$ cat src/rtl/keypad_pkg.sv
`default_nettype none
// ============================================================================
// keypad_pkg : shared scanner state type and width helpers
// Revision   : 1.0
// ============================================================================
package keypad_pkg;

    typedef enum logic [1:0] {
        IDLE     = 2'd0,
        DEBOUNCE = 2'd1,
        HELD     = 2'd2
    } state_t;

    // Index width for n items, never below one bit.
    function automatic int code_width(input int n);
        return (n <= 2) ? 1 : $clog2(n);
    endfunction

    // Width able to hold the value max_count itself.
    function automatic int count_width(input int max_count);
        return (max_count <= 1) ? 1 : $clog2(max_count + 1);
    endfunction

endpackage
`default_nettype wire

$ cat src/rtl/key_fifo.sv
`default_nettype none
// ============================================================================
// key_fifo : small key-code FIFO with registered storage and sticky drop flag
// Revision : 1.0
// ============================================================================
module key_fifo #(
    parameter int WIDTH = 4,
    parameter int DEPTH = 4
) (
    input  logic             clk,
    input  logic             rst,
    input  logic             push_i,
    input  logic [WIDTH-1:0] data_i,
    input  logic             pop_i,
    input  logic             clr_i,
    output logic [WIDTH-1:0] data_o,
    output logic             valid_o,
    output logic             overflow_o
);
    localparam int AW = (DEPTH <= 2) ? 1 : $clog2(DEPTH);

    logic [WIDTH-1:0] mem_q [DEPTH];
    logic [AW-1:0]    wr_q, rd_q;
    logic [AW:0]      count_q;
    logic             ovf_q;
    logic             full, do_pop, do_push, drop;

    assign valid_o    = (count_q != '0);
    assign full       = (count_q == (AW+1)'(DEPTH));
    assign do_pop     = pop_i & valid_o;
    // A pop in the same cycle frees the slot, so push-while-full still lands.
    assign do_push    = push_i & (~full | do_pop);
    assign drop       = push_i & full & ~do_pop;
    assign data_o     = valid_o ? mem_q[rd_q] : '0;
    assign overflow_o = ovf_q;

    always_ff @(posedge clk) begin
        if (rst) begin
            wr_q    <= '0;
            rd_q    <= '0;
            count_q <= '0;
            ovf_q   <= 1'b0;
        end else begin
            if (do_push) wr_q <= wr_q + 1'b1;
            if (do_pop)  rd_q <= rd_q + 1'b1;
            case ({do_push, do_pop})
                2'b10:   count_q <= count_q + 1'b1;
                2'b01:   count_q <= count_q - 1'b1;
                default: count_q <= count_q;
            endcase
            if (drop)       ovf_q <= 1'b1;
            else if (clr_i) ovf_q <= 1'b0;
        end
    end

    always_ff @(posedge clk) begin
        if (do_push) mem_q[wr_q] <= data_i;
    end

endmodule
`default_nettype wire

$ cat src/rtl/keypad_scanner.sv
`default_nettype none
// ============================================================================
// keypad_scanner : row-strobed matrix keypad scanner with debounce, optional
//                  auto-repeat and a key-code FIFO behind valid/ready
// Revision       : 1.0
// ============================================================================
module keypad_scanner
    import keypad_pkg::*;
#(
    parameter int ROWS         = 4,
    parameter int COLS         = 4,
    parameter int SCAN_DIV     = 50000,
    parameter int DEB_TICKS    = 20,
    parameter int REPEAT_TICKS = 0,
    parameter int FIFO_DEPTH   = 4
) (
    input  logic                          clk,
    input  logic                          rst,
    input  logic [COLS-1:0]               col,
    output logic [ROWS-1:0]               fil,
    output logic [$clog2(ROWS*COLS)-1:0]  key_code,
    output logic                          key_valid,
    input  logic                          key_ready,
    output logic                          overflow,
    input  logic                          ovf_clr
);
    localparam int CW  = $clog2(ROWS * COLS);
    localparam int RW  = code_width(ROWS);
    localparam int CLW = code_width(COLS);
    localparam int TW  = $clog2(SCAN_DIV);
    localparam int DW  = count_width(DEB_TICKS);
    localparam int PW  = count_width(REPEAT_TICKS);

    logic [TW-1:0]   div_q;
    logic            tick;
    logic [COLS-1:0] sync1_q, sync2_q;
    state_t          state_q, state_d;
    logic [RW-1:0]   row_q, row_d, row_nxt;
    logic [COLS-1:0] cap_q, cap_d;
    logic [CLW-1:0]  capcol_q, capcol_d, hit_col;
    logic [DW-1:0]   deb_q, deb_d, rel_q, rel_d;
    logic [PW-1:0]   rep_q, rep_d;
    logic            single_hit, held_bit, push;
    logic [CW-1:0]   push_code;

    assign tick = (div_q == TW'(SCAN_DIV - 1));

    always_ff @(posedge clk) begin
        if (rst || tick) div_q <= '0;
        else             div_q <= div_q + 1'b1;
    end

    always_ff @(posedge clk) begin
        if (rst) begin
            sync1_q <= '0;
            sync2_q <= '0;
        end else begin
            sync1_q <= col;
            sync2_q <= sync1_q;
        end
    end

    assign single_hit = $onehot(sync2_q);
    assign held_bit   = |(sync2_q & cap_q);
    assign row_nxt    = (row_q == RW'(ROWS - 1)) ? '0 : row_q + 1'b1;

    always_comb begin
        hit_col = '0;
        for (int c = 0; c < COLS; c++) begin
            if (sync2_q[c]) hit_col = CLW'(c);
        end
    end

    always_ff @(posedge clk) begin
        if (rst) begin
            state_q  <= IDLE;
            row_q    <= '0;
            cap_q    <= '0;
            capcol_q <= '0;
            deb_q    <= '0;
            rel_q    <= '0;
            rep_q    <= '0;
        end else begin
            state_q  <= state_d;
            row_q    <= row_d;
            cap_q    <= cap_d;
            capcol_q <= capcol_d;
            deb_q    <= deb_d;
            rel_q    <= rel_d;
            rep_q    <= rep_d;
        end
    end

    always_comb begin
        state_d  = state_q;
        row_d    = row_q;
        cap_d    = cap_q;
        capcol_d = capcol_q;
        deb_d    = deb_q;
        rel_d    = rel_q;
        rep_d    = rep_q;
        if (tick) begin
            case (state_q)
                IDLE: begin
                    if (single_hit) begin
                        cap_d    = sync2_q;
                        capcol_d = hit_col;
                        deb_d    = DW'(1);
                        rel_d    = '0;
                        rep_d    = '0;
                        state_d  = (DEB_TICKS == 1) ? HELD : DEBOUNCE;
                    end else begin
                        row_d = row_nxt;
                    end
                end
                DEBOUNCE: begin
                    if (sync2_q == cap_q) begin
                        deb_d = deb_q + 1'b1;
                        if (deb_q + 1'b1 == DW'(DEB_TICKS)) begin
                            state_d = HELD;
                            rep_d   = '0;
                            rel_d   = '0;
                        end
                    end else begin
                        row_d   = row_nxt;
                        deb_d   = '0;
                        state_d = IDLE;
                    end
                end
                HELD: begin
                    if (!held_bit) begin
                        rel_d = rel_q + 1'b1;
                        if (rel_q + 1'b1 == DW'(DEB_TICKS)) begin
                            row_d   = row_nxt;
                            rel_d   = '0;
                            state_d = IDLE;
                        end
                    end else begin
                        rel_d = '0;
                        if (REPEAT_TICKS > 0) begin
                            rep_d = (rep_q + 1'b1 == PW'(REPEAT_TICKS)) ? '0 : rep_q + 1'b1;
                        end
                    end
                end
                default: state_d = IDLE;
            endcase
        end
    end

    // The push decision mirrors the transitions above that accept or repeat a key.
    always_comb begin
        fil        = '0;
        fil[row_q] = 1'b1;
        push       = 1'b0;
        push_code  = CW'(int'(row_q) * COLS + int'((state_q == IDLE) ? hit_col : capcol_q));
        if (tick) begin
            case (state_q)
                IDLE:     push = single_hit && (DEB_TICKS == 1);
                DEBOUNCE: push = (sync2_q == cap_q) && (deb_q + 1'b1 == DW'(DEB_TICKS));
                HELD:     push = held_bit && (REPEAT_TICKS > 0)
                                 && (rep_q + 1'b1 == PW'(REPEAT_TICKS));
                default:  push = 1'b0;
            endcase
        end
    end

    key_fifo #(
        .WIDTH (CW),
        .DEPTH (FIFO_DEPTH)
    ) u_fifo (
        .clk        (clk),
        .rst        (rst),
        .push_i     (push),
        .data_i     (push_code),
        .pop_i      (key_ready),
        .clr_i      (ovf_clr),
        .data_o     (key_code),
        .valid_o    (key_valid),
        .overflow_o (overflow)
    );

endmodule
`default_nettype wire

$ cat config.mk
export PLATFORM = sky130hd
export DESIGN_NAME = keypad_scanner
export DESIGN_NICKNAME = d
export VERILOG_FILES = /design/src/rtl/keypad_pkg.sv /design/src/rtl/key_fifo.sv /design/src/rtl/keypad_scanner.sv
export SDC_FILE = /design/constraint.sdc
export NUM_CORES = 1
export LEC_CHECK = 0
export ABC_AREA = 0
export CORE_MARGIN = 4
export CORE_UTILIZATION = 45
export CTS_CLUSTER_DIAMETER = 150
export DETAILED_ROUTE_END_ITERATION = 10
export GPL_ROUTABILITY_DRIVEN = 1
export PLACE_DENSITY = 0.65
export SETUP_SLACK_MARGIN = 0.5
export SLEW_MARGIN = 20
export SYNTH_ARGS = -nofsm -noshare
export SYNTH_HDL_FRONTEND = slang
export SYNTH_SLANG_ARGS = --single-unit
$ cat constraint.sdc
create_clock -name clk -period 4.32 [get_ports clk]
set_input_delay 1.296 -clock clk [delete_from_list [all_inputs] [get_ports clk]]
set_output_delay 1.296 -clock clk [all_outputs]
set_load 0.01 [all_outputs]
==> results of run 1 <==
worst max-delay path, stage by stage:
cell             delay, ns
clkdlybuf4s50_1       0.58
nand2_1               0.13
or2_2                 0.32
fa_1                  0.43
or4_1                 0.57
a21o_1                0.19
a31oi_1               0.15
sequential cells by signal (all words and copies together), names as in the netlist, named ones only:
name / flops
div_q: 16
row_q: 2
u_fifo.count_q: 3
rel_q: 5
capcol_q: 2
u_fifo.wr_q: 2
state_q: 2
deb_q: 5
cap_q: 4
u_fifo.rd_q: 2
sync1_q: 4
u_fifo.mem_q: 16
u_fifo.overflow_o: 1
sync2_q: 4
stage by stage:
stage / setup WS, ns / cells / power [mW] / hold WS, ns / cell area (µm²)
floorplan: 1.36 / 337 / 0.724 / 0.413 / 3390
global placement: 0.701 / 446 / 0.740 / 0.418 / 3660
detailed placement: 0.576 / 446 / 0.742 / 0.420 / 3660
CTS: 0.941 / 462 / 1.30 / 0.439 / 3880
global route: 0.835 / 462 / 1.33 / 0.449 / 3880
finish: 0.926 / 462 / 1.28 / 0.436 / 3880
power by group through the flow:
stage / combinational [mW] / sequential (mW) / clock, mW
floorplan: 0.0331 / 0.691 / 0
global placement: 0.0487 / 0.692 / 0
detailed placement: 0.0502 / 0.692 / 0
CTS: 0.0506 / 0.677 / 0.574
global route: 0.0565 / 0.677 / 0.600
finish: 0.0498 / 0.677 / 0.557
cell type report:
cell class / instances / area (µm²)
well taps: 99 / 124
inverters: 13 / 48.8
fillers: 688 / 3410
clock buffers: 11 / 163
clock inverters: 5 / 55.1
flip-flops and latches: 70 / 1560
repair buffers: 20 / 193
multi-input cells: 244 / 1740
cells by family (layout without fill, tap and decap cells):
family / count (synthesis) / count (layout) / synth area share [%]
buffers and inverters: 23 / 49 / 2.69
AND/OR/NAND/NOR: 142 / 142 / 24.4
XOR/XNOR: 14 / 14 / 3.62
adder cells (fa/ha/maj): 20 / 20 / 7.82
multiplexers: 15 / 15 / 6.05
AO/OA/AOI/OAI: 53 / 53 / 9.41
flip-flops: 70 / 70 / 46.1
layer usage:
layer / wire length, µm / global-route usage, % / part of all wire (%) / vias up
met5: 0 / 0 / 0 / -
li1: - / - / - / 1248
met4: 106 / 6.73 / 1.7 / 0
met1: 2940 / 19.1 / 49 / 1157
met3: 195 / 2.87 / 3.2 / 12
met2: 2820 / 24.4 / 46 / 35
worst max path at each step:
| stage | cells past startpoint | endpoint | slack (ns) | startpoint |
|---|---|---|---|---|
| global placement | 7 | u_fifo.count_q[2]$_SDFFE_PP0P_ | 0.70 | key_ready |
| floorplan | 6 | u_fifo.count_q[2]$_SDFFE_PP0P_ | 1.36 | key_ready |
| detailed placement | 7 | u_fifo.count_q[2]$_SDFFE_PP0P_ | 0.58 | key_ready |
| finish | 7 | u_fifo.count_q[2]$_SDFFE_PP0P_ | 0.93 | key_ready |
| global route | 7 | u_fifo.count_q[2]$_SDFFE_PP0P_ | 0.83 | key_ready |
| CTS | 7 | u_fifo.count_q[2]$_SDFFE_PP0P_ | 0.94 | key_ready |
cell usage in the layout (no fill, tap or decap), types with 3 or more instances in the layout:
| master | count |
|---|---|
| nand4_1 | 6 |
| mux2i_1 | 7 |
| or3_1 | 5 |
| edfxtp_1 | 16 |
| clkbuf_8 | 10 |
| nand2_1 | 15 |
| xor2_1 | 8 |
| ha_1 | 18 |
| or4_1 | 6 |
| inv_1 | 13 |
| mux2_2 | 4 |
| nor3_1 | 4 |
| nand3b_1 | 3 |
| a211oi_1 | 3 |
| and2_1 | 9 |
| nor2b_1 | 11 |
| a21o_1 | 3 |
| dfxtp_1 | 54 |
| and3_1 | 6 |
| o21ai_0 | 15 |
| mux4_2 | 4 |
| xnor2_1 | 6 |
| nor2_1 | 40 |
| clkdlybuf4s50_1 | 17 |
| a21oi_1 | 20 |
| nand3_1 | 8 |
| buf_4 | 3 |
==> flow_summary.ini, run 1 <==
[yosys]
synthesis.nets = 365
syn_inst = 337
synth_area_leaders = dfxtp_1, edfxtp_1, ha_1
yosysTopAreaCell = dfxtp_1
synth_edf_count = 16
synth_seq_area_share_pct = 46.1
synthesis.area_um2 = 3390
yosysMostFrequentCell = dfxtp_1
synth_ff_type = dfxtp_1
synth-seq-cells = 70
postSynthAreaPerCell_um2 = 10.1
synth_common_cells = dfxtp_1, nor2_1, a21oi_1
yosys.area.top_type_share_pct = 31.9
ys_warn_count = 0
yosysUniqueCellTypes = 61
async_reset_ff_share_pct = 0

[global_route]
grt_pass1_vias = 2347
grt_use_total_pct = 14.9
grt_max_degree = 24
antenna_found_initial = 0
grt_pass1_wl_mm = 10.6
grt-ovfl-total = 0

[worst_setup_path]
cp-start-kind = input port
reg2reg_depth = 10
crit_type = in2reg
r2r-end = rel_q[3]$_SDFFE_PP0P_
worstReg2RegStart = sync2_q[3]$_SDFF_PP0_
critPathCaptureType = flop
rrSetupSlack_ns = 1.37
cp.required_ns = 4.59
crit_path_max_fanout = 7
cp.arrival_ns = 3.67

[hold_path]
hold_depth = 1
hold_path_class = reg2reg
holdPathEnd = div_q[0]$_SDFF_PP0_
worstHoldStart = div_q[0]$_SDFF_PP0_

[place]
port_buffers = 17
globalplace.congestion = 0.856
dp_hpwl_mm = 4.38

[clock_network]
htree_levels = 3
cts_tree = done
cts.sinks = 70
cts-root-buf = clkbuf_8
path_clk_slew_ns = 0.08
post_cts_resized = 0
cts_buffers = 9
holdBufCountCts = 0
clkLatencyLatePin_ns = 0.34
cts_max_path_buffers = 2
postCtsSetupBuffers = 0

[sta]
slew_viol_final = 0
hold_viol_final = 0
min_period_ns = 3.39
post-route-period-util_pct = 78.6
max_slew.worst_pin.slew_ns = 0.640
fmax_mhz = 295
setup_viol_count_final = 0
fin_skew_ns = 0.00790
tns_ns = 0
maxSlewHeadroom_pct = 56.9
rsz0062_at_grt = no

[power]
power.switching_mw = 0.274
power_leakage_nw = 1.39
p_int_mw = 1.01
power.density_nw_per_um2 = 331
power_frac_seq_pct = 52.7
switching_share_pct = 21.3
irDropWorstVdd_mv = 0.205
combPwrFrac_pct = 3.9
clock_power_share_pct = 43.4

[final_layout]
num_antenna_cells = 0
utilization_pct = 53.2
drive_gt1_share_pct = 9.92
nets = 386
area_growth_pct = 14.5

[routing]
ant_nets = 0
drtPass1Iterations = 4
viasPerCell = 5.31
drt_iter0_drc = 113
vias = 2452
post-route-drc-count = 0
wl_per_cell_um = 13.1
wl_mm = 6.06

[floorplanning]
die_w_um = 94.8
die_h_um = 94.8
start_util_pct = 46.5
core.rowCount = 31
die_area_um2 = 8990
core-area_um2 = 7290
ios = 18

[status]
status = complete, no violations

[run]
drv_cap = 0
(Power assumes the default switching activity.)
==> run 2: changes to the inputs <==
--- a/config.mk
+++ b/config.mk
@@ -11,7 +11,7 @@
 export CTS_CLUSTER_DIAMETER = 150
 export DETAILED_ROUTE_END_ITERATION = 10
 export GPL_ROUTABILITY_DRIVEN = 1
-export PLACE_DENSITY = 0.65
+export PLACE_DENSITY = 0.67
 export SETUP_SLACK_MARGIN = 0.5
 export SLEW_MARGIN = 20
 export SYNTH_ARGS = -nofsm -noshare
==> constraint.sdc (replaced) <==
create_clock -name clk -period 2.8 [get_ports clk]
set_input_delay 0.84 -clock clk [delete_from_list [all_inputs] [get_ports clk]]
set_output_delay 0.84 -clock clk [all_outputs]
set_load 0.01 [all_outputs]
==> flow_summary.ini, run 2 (same netlist as run 1, synthesis figures left out) <==
[clock_network]
cts_tree = done
cts_buffers = 9
htree_levels = 3
clkLatencyLatePin_ns = 0.34
cts-root-buf = clkbuf_8
holdBufCountCts = 0
path_clk_slew_ns = 0.07
cts.sinks = 70
cts_max_path_buffers = 2

[floorplanning]
core-area_um2 = 7290
die_w_um = 94.8
start_util_pct = 46.5
die_area_um2 = 8990
core.rowCount = 31
ios = 18
die_h_um = 94.8

[global_route]
grt_pass1_vias = 2497
antenna_found_initial = 0
grt-ovfl-total = 0
grt_pass1_wl_mm = 11.2
grt_max_degree = 24
grt_use_total_pct = 16.0

[final_layout]
nets = 407
stdcell_count = 483
n_fill_cell = 628
mostFrequentLayoutCell = dfxtp_1
num_antenna_cells = 0
top_regs = div_q: 16 flops, u_fifo.mem_q: 16 flops
area_growth_pct = 25.7
final_cell_mix = dfxtp_1, nor2_1, buf_4
drive_gt1_share_pct = 27.6
fin_area_um2 = 4260

[routing]
drtPass1Iterations = 4
wl_per_cell_um = 13.7
wl_mm = 6.64
viasPerCell = 5.24
drt_iter0_drc = 148
post-route-drc-count = 0
vias = 2530
ant_nets = 0

[worst_setup_path]
cp.required_ns = 3.03
max_stage_delay_ns = 0.53
crit_type = reg2reg
cp_slowest_cell = fa_1
critPathCaptureType = flop
cp.arrival_ns = 2.80
path_delay_family = adder cells
crit_path_max_fanout = 5
worstPathCellList = inv_2 > fa_1 > inv_1 > ha_2 > ha_4 > or3b_4 > buf_6 > nor3_4 > buf_6 > mux2i_1 > nor2_1
path_common_cell = buf_6
cp-start-kind = flop
crit_buf_inv = 4

[power]
irDropWorstVdd_mv = 0.359
p_total_mw = 1.96
power.density_nw_per_um2 = 459
power_leakage_nw = 1.57

[sta]
max_slew.worst_pin.slew_ns = 0.574
fin_skew_ns = 0.0112
hold_viol_final = 0
setup_viol_count_final = 0
slew_viol_final = 0
post-route-period-util_pct = 91.8
rsz0062_at_grt = yes
fmax_mhz = 389
min_period_ns = 2.57
maxSlewHeadroom_pct = 61.7

[place]
dpl.cell_count = 451
dp_hpwl_mm = 4.37
port_buffers = 17
globalplace.congestion = 0.812
dpl_cell_area_um2 = 3780

[status]
status = complete, no violations

[hold_path]
hold_path_class = reg2reg

[run]
drv_cap = 0
==> run 2: cell types whose count changed in the layout (fill, tap and decap cells not counted), sizes merged <==
cell           change
buf               +24
clkdlybuf4s50     -10
clkinv             +3
dlygate4sd2        +3
clkinvlp           -2
dlymetal6s2s       +2
clkdlybuf4s15      +1
==> run 2: where the power goes <==
part / internal (mW) / switching (mW) / leakage [nW]
logic: 0.0621 / 0.0593 / 0.883
registers: 1.03 / 0.00716 / 0.590
clock network: 0.410 / 0.383 / 0.100
total: 1.51 / 0.449 / 1.57
==> run 2: cell type report <==
cell class                 count  area, µm²  area share [%]
multi-input combinational    244       1940            45.6
sequential                    70       1590            37.2
timing repair buffer          41        369            8.66
clock buffer                  10        128            2.99
tap                           99        124            2.91
clock inverter                 6       62.6            1.47
inverter                      13       48.8            1.14
==> run 2: layer usage <==
metal	part of all wire, %	GRT usage [%]
met5	0	0
met4	1.6	6.13
met3	3.3	4.94
met2	50	27.1
met1	45	18.9
==> run 2: worst register-to-register path: cells and delay by family (launching register included) <==
family / cells / cell delay (ns)
muxes: 1 / 0.18
adders and majority gates: 3 / 0.93
and+or+nand+nor: 3 / 0.63
DFF: 1 / 0.34
buffers and inverters: 4 / 0.39
==> run 2: timing repair <==
item,CTS,global route
setup endpoints to repair,47,45
pin swaps,19,25
cloned,0,0
gates resized for setup,45,34
buffers inserted,9,7
==> run 2: final timing paths <==
check / from / to / slack, ns / cells after the start
max: sync2_q[1]$_SDFF_PP0_ / cap_q[2]$_SDFFE_PP0P_ / 0.23 / 11
min: div_q[0]$_SDFF_PP0_ / div_q[0]$_SDFF_PP0_ / 0.44 / 1
max reg2reg: sync2_q[1]$_SDFF_PP0_ / cap_q[2]$_SDFFE_PP0P_ / 0.23 / 11
min reg2reg: div_q[0]$_SDFF_PP0_ / div_q[0]$_SDFF_PP0_ / 0.44 / 1
==> run 2: through the flow <==
step	util (%)	hold slack, ns	TNS (ns)	setup slack, ns
finish	58.5	0.435	0	0.229
global route	58.5	0.449	0	0.126
detailed placement	51.9	0.426	-0.163	-0.163
floorplan	-	0.414	0	0.237
CTS	56.2	0.439	0	0.181
global placement	51.9	0.419	-0.108	-0.108
==> run 3: changes to the inputs <==
==> constraint.sdc (replaced) <==
create_clock -name clk -period 2.8 [get_ports clk]
set_input_delay 0.28 -clock clk [delete_from_list [all_inputs] [get_ports clk]]
set_output_delay 0.28 -clock clk [all_outputs]
set_load 0.01 [all_outputs]
==> flow_summary.ini, run 3 (same netlist as run 1, synthesis figures left out) <==
[final_layout]
area_growth_pct = 24.8
num_antenna_cells = 0
stdcell_count = 476
nets = 400
seq_area_um2 = 1570
multi_input_area_um2 = 1920
mostFrequentLayoutCell = dfxtp_1
final_cell_mix = dfxtp_1, nor2_1, a21oi_1, clkdlybuf4s50_1, edfxtp_1
drive_gt1_share_pct = 23.1
top_regs = div_q: 16 flops, u_fifo.mem_q: 16 flops
n_fill_cell = 644

[floorplanning]
die_h_um = 94.8
core.rowCount = 31
core-area_um2 = 7290
die_w_um = 94.8
die_area_um2 = 8990
start_util_pct = 46.5
ios = 18

[worst_setup_path]
crit_path_max_fanout = 5
worstReg2RegStart = sync2_q[0]$_SDFF_PP0_
crit_type = reg2reg
reg2reg_depth = 11
cp_slowest_cell = fa_1
critPathCaptureType = flop
worstPathCellList = inv_2 > fa_1 > inv_1 > ha_2 > ha_4 > or3b_4 > buf_6 > nor3_4 > buf_6 > mux2i_1 > nor2_1
r2r-end = cap_q[3]$_SDFFE_PP0P_
path_delay_family = adder cells
cp-start-kind = flop
cp.arrival_ns = 2.77
path_common_cell = buf_6
cp.required_ns = 3.00
crit_buf_inv = 4
rrSetupSlack_ns = 0.23
max_stage_delay_ns = 0.52

[sta]
fin_skew_ns = 0.0124
min_period_ns = 2.57
maxSlewHeadroom_pct = 59.2
slew_viol_final = 0
fmax_mhz = 389
rsz0062_at_grt = yes
hold_viol_final = 0
post-route-period-util_pct = 91.8
setup_viol_count_final = 0
tns_ns = 0
holdWs_ns = 0.438
max_slew.worst_pin.slew_ns = 0.612

[place]
dpl.cell_count = 451
port_buffers = 17
dp_hpwl_mm = 4.43
globalplace.congestion = 0.788

[clock_network]
htree_levels = 3
path_clk_slew_ns = 0.08
cts.sinks = 70
cts-root-buf = clkbuf_8
cts_buffers = 9
cts_max_path_buffers = 2
clkLatencyLatePin_ns = 0.34
cts_tree = done
holdBufCountCts = 0

[global_route]
grt_max_degree = 41
grt_use_total_pct = 15.6
antenna_found_initial = 0
grt-ovfl-total = 0
grt_pass1_vias = 2429
grt_pass1_wl_mm = 11.0

[hold_path]
worstHoldStart = sync1_q[3]$_SDFF_PP0_
hold_path_class = reg2reg
hold_depth = 1
holdPathEnd = sync2_q[3]$_SDFF_PP0_

[routing]
wl_mm = 6.49
viasPerCell = 5.32
wl_per_cell_um = 13.6
vias = 2531
drt_iter0_drc = 115
post-route-drc-count = 0
drtPass1Iterations = 4
ant_nets = 0

[power]
power_leakage_nw = 1.50
irDropWorstVdd_mv = 0.303
power.density_nw_per_um2 = 511

[status]
status = complete, no violations

[run]
drv_cap = 0
==> run 3: cell types whose count changed in the layout (fill, tap and decap cells not counted), sizes merged <==
cell / previous run / this run
bufinv: 1 / 2
clkdlybuf4s50: 7 / 17
clkinv: 5 / 1
dlymetal6s2s: 2 / 0
clkdlybuf4s15: 1 / 0
buf: 27 / 17
inv: 13 / 15
dlygate4sd2: 3 / 0
==> run 3: metrics by stage <==
| step | utilization [%] | setup WS [ns] | instance area (µm²) | total power [mW] |
|---|---|---|---|---|
| after floorplan | - | 0.237 | 3440 | 1.12 |
| after global placement | 51.5 | 0.195 | 3750 | 1.15 |
| after detailed placement | 51.5 | 0.159 | 3750 | 1.15 |
| after CTS | 57.2 | 0.246 | 4170 | 2.17 |
| after global routing | 58.0 | 0.140 | 4230 | 2.24 |
| final | 58.0 | 0.230 | 4230 | 2.16 |
==> run 3: final cells by class <==
class,instances,share of cell area (%)
sequential,70,37.2
timing repair buffer,34,7.22
tap,99,2.93
multi-input combinational,244,45.4
clock inverter,5,1.98
inverter,13,1.15
clock buffer,11,4.11
==> run 3: worst register-to-register path, cell delays in order, from the launching register on <==
cell and delay (ns):
dfxtp_2 0.34, inv_2 0.04, fa_1 0.52, inv_1 0.04, ha_2 0.17, ha_4 0.22, or3b_4 0.41, buf_6 0.14
nor3_4 0.13, buf_6 0.15, mux2i_1 0.20, nor2_1 0.06
==> run 3: report_power, final <==
part | internal [mW] | leakage, nW | switching (mW)
Sequential | 1.04 | 0.588 | 0.00718
Combinational | 0.0552 | 0.782 | 0.0554
Clock | 0.615 | 0.131 | 0.390
Total | 1.71 | 1.50 | 0.452
==> run 3: worst max-delay path by stage <==
| stage | startpoint | endpoint | cells past startpoint |
|---|---|---|---|
| after detailed placement | sync2_q[0]$_SDFF_PP0_ | state_q[1]$_SDFFE_PP0P_ | 10 |
| final | sync2_q[0]$_SDFF_PP0_ | cap_q[3]$_SDFFE_PP0P_ | 11 |
| after global routing | sync2_q[0]$_SDFF_PP0_ | rel_q[4]$_SDFFE_PP0P_ | 10 |
| after CTS | sync2_q[0]$_SDFF_PP0_ | state_q[1]$_SDFFE_PP0P_ | 10 |
| after global placement | sync2_q[0]$_SDFF_PP0_ | state_q[1]$_SDFFE_PP0P_ | 10 |
| after floorplan | sync2_q[0]$_SDFF_PP0_ | state_q[1]$_SDFFE_PP0P_ | 10 |
==> run 3: layer usage <==
metal  global-route usage [%]  vias up  wire (µm)
li1                         -     1280          -
met1                     19.4     1203       3050
met2                     26.2       36       3150
met3                     2.63       12        176
met4                     7.57        0        119
met5                        0        -          0
==> run 3: repair_timing <==
action / CTS / global route
buffers inserted: 9 / 0
setup endpoints to repair: 33 / 42
gates resized for setup: 23 / 17
pin swaps: 19 / 15
hold endpoints to repair: 0 / 0
